<file path="config.mk">
export PLATFORM = sky130hd
export DESIGN_NAME = alu_decoder_mc
export DESIGN_NICKNAME = d
export VERILOG_FILES = /design/src/rtl/alu_decoder_mc.sv
export SDC_FILE = /design/constraint.sdc
export NUM_CORES = 1
export LEC_CHECK = 0
export BUFFER_PORTS_ARGS = -buffer_cell sky130_fd_sc_hd__clkbuf_2
export CORE_MARGIN = 2
export CORE_UTILIZATION = 40
export CTS_BUF_LIST = sky130_fd_sc_hd__clkbuf_4 sky130_fd_sc_hd__clkbuf_8
export CTS_CLUSTER_SIZE = 28
export DETAILED_ROUTE_END_ITERATION = 10
export PLACE_DENSITY_LB_ADDON = 0.1
export SLEW_MARGIN = 20
export SYNTH_ARGS = -nofsm -noshare
export SYNTH_HDL_FRONTEND = slang
export SYNTH_SLANG_ARGS = --single-unit
</file>
<file path="constraint.sdc">
create_clock -name clk -period 7.4 [get_ports clk]
set_input_delay 0.37 -clock clk [delete_from_list [all_inputs] [get_ports clk]]
set_output_delay 0.37 -clock clk [all_outputs]
set_load 0.005 [all_outputs]
</file>
<file path="src/rtl/alu_decoder_mc.sv">
// ALU control decoder with a multi-cycle HI/LO multiply (and optional divide) unit.
// Define ALU_DECODER_MC_DIVIDE_EN to include the restoring divider and DIV/DIVU.
module alu_decoder_mc #(
  parameter int WIDTH  = 32,
  parameter int CTRL_W = 4
) (
  input  logic              clk,
  input  logic              reset_n,
  input  logic              valid,
  input  logic [1:0]        aluop,
  input  logic [5:0]        funct,
  input  logic [WIDTH-1:0]  srca,
  input  logic [WIDTH-1:0]  srcb,
  input  logic              flush,
  output logic [CTRL_W-1:0] alucontrol,
  output logic              illegal,
  output logic              busy,
  output logic              stall,
  output logic [WIDTH-1:0]  hi,
  output logic [WIDTH-1:0]  lo
);
  // Handshake: an op is taken on the edge where valid & aluop=10 & mult/div funct
  // & IDLE & !flush; while busy, any HI/LO-class op sees stall=1 and must be held.
  localparam int CW = $clog2(WIDTH);
  typedef enum logic {IDLE, BUSY} state_t;

  state_t           state_q, state_d;
  logic [CW-1:0]    cnt_q, cnt_d;
  logic [WIDTH-1:0] den_q, den_d, sh_q, sh_d, hi_q, hi_d, lo_q, lo_d;
  logic [WIDTH:0]   acc_q, acc_d;
  logic             neg_q, neg_d;
`ifdef ALU_DECODER_MC_DIVIDE_EN
  logic             div_q, div_d, rneg_q, rneg_d;
`endif

  logic [3:0] ctrl;
  logic       md_op, mf_op, accept, sgn;

  always_comb begin
    ctrl    = 4'b0010;
    illegal = 1'b0;
    md_op   = 1'b0;
    mf_op   = 1'b0;
    case (aluop)
      2'b00: ctrl = 4'b0010;
      2'b01: ctrl = 4'b0110;
      2'b11: ctrl = 4'b0111;
      default: begin
        case (funct)
          6'b100100: ctrl = 4'b0000;
          6'b100101: ctrl = 4'b0001;
          6'b100000, 6'b100001: ctrl = 4'b0010;
          6'b100010, 6'b100011: ctrl = 4'b0110;
          6'b100110: ctrl = 4'b0011;
          6'b100111: ctrl = 4'b0100;
          6'b101010: ctrl = 4'b0111;
          6'b101011: ctrl = 4'b0101;
          6'b010000, 6'b010010: mf_op = 1'b1;
          6'b011000, 6'b011001: md_op = 1'b1;
`ifdef ALU_DECODER_MC_DIVIDE_EN
          6'b011010, 6'b011011: md_op = 1'b1;
`endif
          default: begin
            ctrl    = 4'b0000;
            illegal = 1'b1;
          end
        endcase
      end
    endcase
  end

  assign alucontrol = CTRL_W'(ctrl);
  assign busy       = (state_q == BUSY);
  assign stall      = valid && (aluop == 2'b10) && (md_op || mf_op) && busy;
  assign accept     = valid && (aluop == 2'b10) && md_op && (state_q == IDLE) && !flush;
  assign sgn        = ~funct[0];
  assign hi         = hi_q;
  assign lo         = lo_q;

  function automatic logic [WIDTH-1:0] mag(input logic [WIDTH-1:0] v, input logic s);
    return (s && v[WIDTH-1]) ? -v : v;
  endfunction

  logic [WIDTH:0]     sum, acc_n;
  logic [WIDTH-1:0]   sh_n, hi_res, lo_res;
  logic [2*WIDTH-1:0] prod, prod_s;
`ifdef ALU_DECODER_MC_DIVIDE_EN
  logic [WIDTH:0]     shifted, trial;
`endif

  // One iteration of the datapath; the last iteration's result feeds HI/LO directly.
  always_comb begin
    sum   = acc_q + (sh_q[0] ? {1'b0, den_q} : '0);
    acc_n = {1'b0, sum[WIDTH:1]};
    sh_n  = {sum[0], sh_q[WIDTH-1:1]};
`ifdef ALU_DECODER_MC_DIVIDE_EN
    shifted = {acc_q[WIDTH-1:0], sh_q[WIDTH-1]};
    trial   = shifted - {1'b0, den_q};
    if (div_q) begin
      if (!trial[WIDTH]) begin
        acc_n = trial;
        sh_n  = {sh_q[WIDTH-2:0], 1'b1};
      end else begin
        acc_n = shifted;
        sh_n  = {sh_q[WIDTH-2:0], 1'b0};
      end
    end
`endif
    prod   = {acc_n[WIDTH-1:0], sh_n};
    prod_s = neg_q ? -prod : prod;
    hi_res = prod_s[2*WIDTH-1:WIDTH];
    lo_res = prod_s[WIDTH-1:0];
`ifdef ALU_DECODER_MC_DIVIDE_EN
    if (div_q) begin
      // Zero divisor: quotient magnitude is all ones and the remainder is |srca|,
      // which re-signs back to srca; neg_q is cleared at accept for this case.
      lo_res = neg_q ? -sh_n : sh_n;
      hi_res = rneg_q ? -acc_n[WIDTH-1:0] : acc_n[WIDTH-1:0];
    end
`endif
  end

  always_comb begin
    state_d = state_q;
    cnt_d   = cnt_q;
    den_d   = den_q;
    acc_d   = acc_q;
    sh_d    = sh_q;
    neg_d   = neg_q;
    hi_d    = hi_q;
    lo_d    = lo_q;
`ifdef ALU_DECODER_MC_DIVIDE_EN
    div_d   = div_q;
    rneg_d  = rneg_q;
`endif
    if (state_q == IDLE) begin
      if (accept) begin
        state_d = BUSY;
        cnt_d   = '0;
        den_d   = mag(srcb, sgn);
        sh_d    = mag(srca, sgn);
        acc_d   = '0;
        neg_d   = sgn && (srca[WIDTH-1] ^ srcb[WIDTH-1]);
`ifdef ALU_DECODER_MC_DIVIDE_EN
        div_d   = funct[1];
        rneg_d  = sgn && srca[WIDTH-1];
        if (funct[1]) neg_d = sgn && (srca[WIDTH-1] ^ srcb[WIDTH-1]) && (|srcb);
`endif
      end
    end else if (flush) begin
      state_d = IDLE;
    end else begin
      cnt_d = cnt_q + CW'(1);
      acc_d = acc_n;
      sh_d  = sh_n;
      if (cnt_q == CW'(WIDTH - 1)) begin
        state_d = IDLE;
        hi_d    = hi_res;
        lo_d    = lo_res;
      end
    end
  end

  always_ff @(posedge clk) begin
    if (!reset_n) begin
      state_q <= IDLE;
      cnt_q   <= '0;
      den_q   <= '0;
      acc_q   <= '0;
      sh_q    <= '0;
      neg_q   <= 1'b0;
      hi_q    <= '0;
      lo_q    <= '0;
`ifdef ALU_DECODER_MC_DIVIDE_EN
      div_q   <= 1'b0;
      rneg_q  <= 1'b0;
`endif
    end else begin
      state_q <= state_d;
      cnt_q   <= cnt_d;
      den_q   <= den_d;
      acc_q   <= acc_d;
      sh_q    <= sh_d;
      neg_q   <= neg_d;
      hi_q    <= hi_d;
      lo_q    <= lo_d;
`ifdef ALU_DECODER_MC_DIVIDE_EN
      div_q   <= div_d;
      rneg_q  <= rneg_d;
`endif
    end
  end
endmodule
</file>
==> flow_metrics.py <==
metrics = {
    "critical_path": {
        "path_class": "reg2reg",
        "required_ns": 7.77,
        "endpoint_kind": "flip-flop",
        "crit_start": "sh_q[0]",
        "worst_ep_arrival_time_ns": 5.30,
        "cp-start-kind": "flip-flop",
        "crit_path_max_fanout": 33,
        "r2r_start": "sh_q[0]",
    },
    "global_routing": {
        "grt_max_degree": 82,
        "grt_use_total_pct": 23.7,
        "grt_pass1_vias": 9713,
        "grt_pass1_wl_um": 54400,
        "grt_overflow": 0,
        "antenna_found_initial": 0,
    },
    "cts": {
        "post_cts_buffers": 0,
        "cts.path.max_buffers": 2,
        "htree_levels": 4,
        "clk_pin_slew_ns": 0.10,
        "insertion_delay_ns": 0.48,
        "ctsHoldBuffers": 0,
        "cts.repair.resized": 0,
        "cts_tree": "yes",
        "cts.sinks": 167,
        "cts-root-buf": "clkbuf_8",
        "cts_made_buffers": 17,
    },
    "placed_design": {
        "dp_hpwl_um": 26300,
        "dp_worst_setup_slack_ns": 2.45,
        "io_buffers": 145,
        "placedCellCount": 1949,
        "gp_congestion": 0.928,
    },
    "synth": {
        "yosys.area.top_type": "dfxtp_1",
        "synth_most_common_cell": "nor2_1",
        "synth_top_area_share_pct": 30.0,
        "synth_nets": 1629,
        "synthAdderAreaFrac_pct": 4.33,
        "synth_ff_type": "dfxtp_1",
        "synth-edff-count": 0,
        "ys_seq_area_share_pct": 30.0,
        "yosys-mux-area-fraction_pct": 1.08,
        "synth_xor_area_share_pct": 10.4,
        "syn_area_mm2": 0.0112,
        "synth-seq-cells": 167,
        "synth_compound_area_share_pct": 24.7,
        "synthSimpleGateAreaFrac_pct": 25.5,
        "synthTopCellsByArea": "dfxtp_1 (30%), a21oi_1 (6.9%), nor2_1 (6.9%)",
        "ys_types": 75,
        "synth_common_cells": "nor2_1 (204), nand2_1 (178), dfxtp_1 (167)",
        "syn_area_per_cell_um2": 7.36,
        "synth_top_family_by_area": "simple AND/OR/NAND/NOR gates",
        "synth-async-reset-ratio_pct": 0,
        "syn_inst": 1515,
        "yosysWarnings": 0,
    },
    "drt": {
        "viasPerCell": 5.51,
        "finalWirelength_um": 34900,
        "ant_nets": 0,
        "route.detailed.drc": 0,
        "dr_total_vias": 10900,
        "first_pass_iters": 5,
        "drt_first_iter_violations": 817,
        "wl_per_cell_um": 17.6,
    },
    "floorplanning": {
        "rows": 61,
        "die_w_um": 171,
        "initial_core_util_pct": 40.4,
        "core_area_mm2": 0.0276,
        "ioPinCount": 147,
        "die_h_um": 171,
        "dieArea_mm2": 0.0292,
    },
    "power": {
        "p_leak_nw": 4.99,
        "ir_worst_vdd_mv": 0.103,
        "powerDensity_mw_per_mm2": 139,
        "total_power_mw": 1.73,
    },
    "timing": {
        "relSlewSlack_pct": 29.9,
        "timing.fmax_mhz": 203,
        "finalHoldViolCount": 0,
        "worst_pin_slew_ns": 1.04,
        "timing.final.ws_setup_ns": 2.47,
        "grt_setup_unrepaired": "false",
        "layout_min_cycle_time_ns": 4.93,
        "finalClockSkew_ns": 0.0248,
        "final-setup-viol-count": 0,
        "slew_viol_final": 0,
        "finalSetupTns_ns": 0,
        "finalCritPeriodShare_pct": 66.6,
    },
    "final_layout": {
        "area_growth_pct": 11.8,
        "drive_gt1_share_pct": 13.3,
        "fin_cells": 1981,
        "nNetsFinal": 1704,
        "diodes": 0,
    },
    "hold_path": {
        "min_from": "srcb[0]",
        "hp-class": "in2reg",
    },
    "job": {
        "cap_viol_max_count": 0,
    },
    "status": {
        "status": "complete, no violations",
    },
}
[worst max-delay path, cell delays in order (launching register included)]
cell,delay [ns]
dfxtp_1,0.80
and2_1,0.23
ha_1,0.23
nand2_1,0.07
o31ai_1,0.77
xor2_1,0.28
a211oi_1,0.52
nand4_1,0.33
nor4_1,0.76
nand4_1,0.22
o41ai_1,0.35
xnor2_1,0.17
o21ai_0,0.09
[per-stage QoR]
step | area [um2] | util (%) | hold WS (ns)
final | 12500 | 45.1 | 0.284
after floorplan | 11200 | - | 0.436
after CTS | 12500 | 45.1 | 0.265
after global placement | 12100 | 43.7 | 0.440
after global routing | 12500 | 45.1 | 0.286
after detailed placement | 12100 | 43.7 | 0.449
[placed cells by master (no fill, tap or decap), types with 14 or more instances in the layout]
master,n
nor3_1,20
nand4_1,16
and2_1,42
or3_1,18
o21ai_0,97
a21o_1,14
inv_1,19
a21oi_1,153
clkbuf_2,145
nand2_1,178
xor2_1,75
a211oi_1,57
dfxtp_1,165
a22oi_1,15
ha_1,37
clkbuf_8,17
nand3_1,34
o31ai_1,27
nor2_1,204
xnor2_1,57
a31oi_1,15
nor4_1,17
[sequential cells by signal, summed over array words and instances (netlist names)]
signal and cells:
acc_q 32, den_q 32, hi 32, lo 32, sh_q 32, cnt_q 5, busy 1, neg_q 1
[per-layer routing]
metal / wire [um] / GRT usage [%] / vias up
li1: - / - / 5535
met1: 18500 / 36.9 / 5061
met2: 14000 / 33.3 / 280
met3: 1750 / 3.61 / 39
met4: 755 / 6.34 / 0
met5: 0 / 0 / -
[layout make-up]
class	instances	area, um2
Clock buffer	19	249
Sequential cell	167	3350
Inverter	21	81.3
Clock inverter	13	155
Tap cell	378	473
Multi-Input combinational cell	1228	7360
Fill cell	2951	15200
Timing Repair Buffer	155	801
[final timing paths]
| kind | end | slack [ns] | depth (start not counted) |
|---|---|---|---|
| hold / removal | den_q[0] | 0.28 | 5 |
| hold reg to reg | hi[6] | 0.46 | 2 |
| setup / recovery | hi[30] | 2.47 | 12 |
| setup reg to reg | hi[30] | 2.47 | 12 |
[where the power goes]
part           total, mW  internal [mW]  switching, mW
combinational      0.135         0.0512         0.0841
clock              0.700          0.291          0.408
sequential         0.899          0.899       0.000818
total               1.73           1.24          0.493
[cells by family (layout without fill, tap and decap cells)]
| group | count (synthesis) | in the layout |
|---|---|---|
| fa+ha+maj | 38 | 38 |
| xor+xnor | 132 | 132 |
| mux | 12 | 12 |
| buf+inv | 120 | 208 |
| simple gates | 603 | 603 |
| other cells | 1 | 1 |
| compound gates | 442 | 442 |
| flops | 167 | 167 |
(Power assumes the default switching activity.)
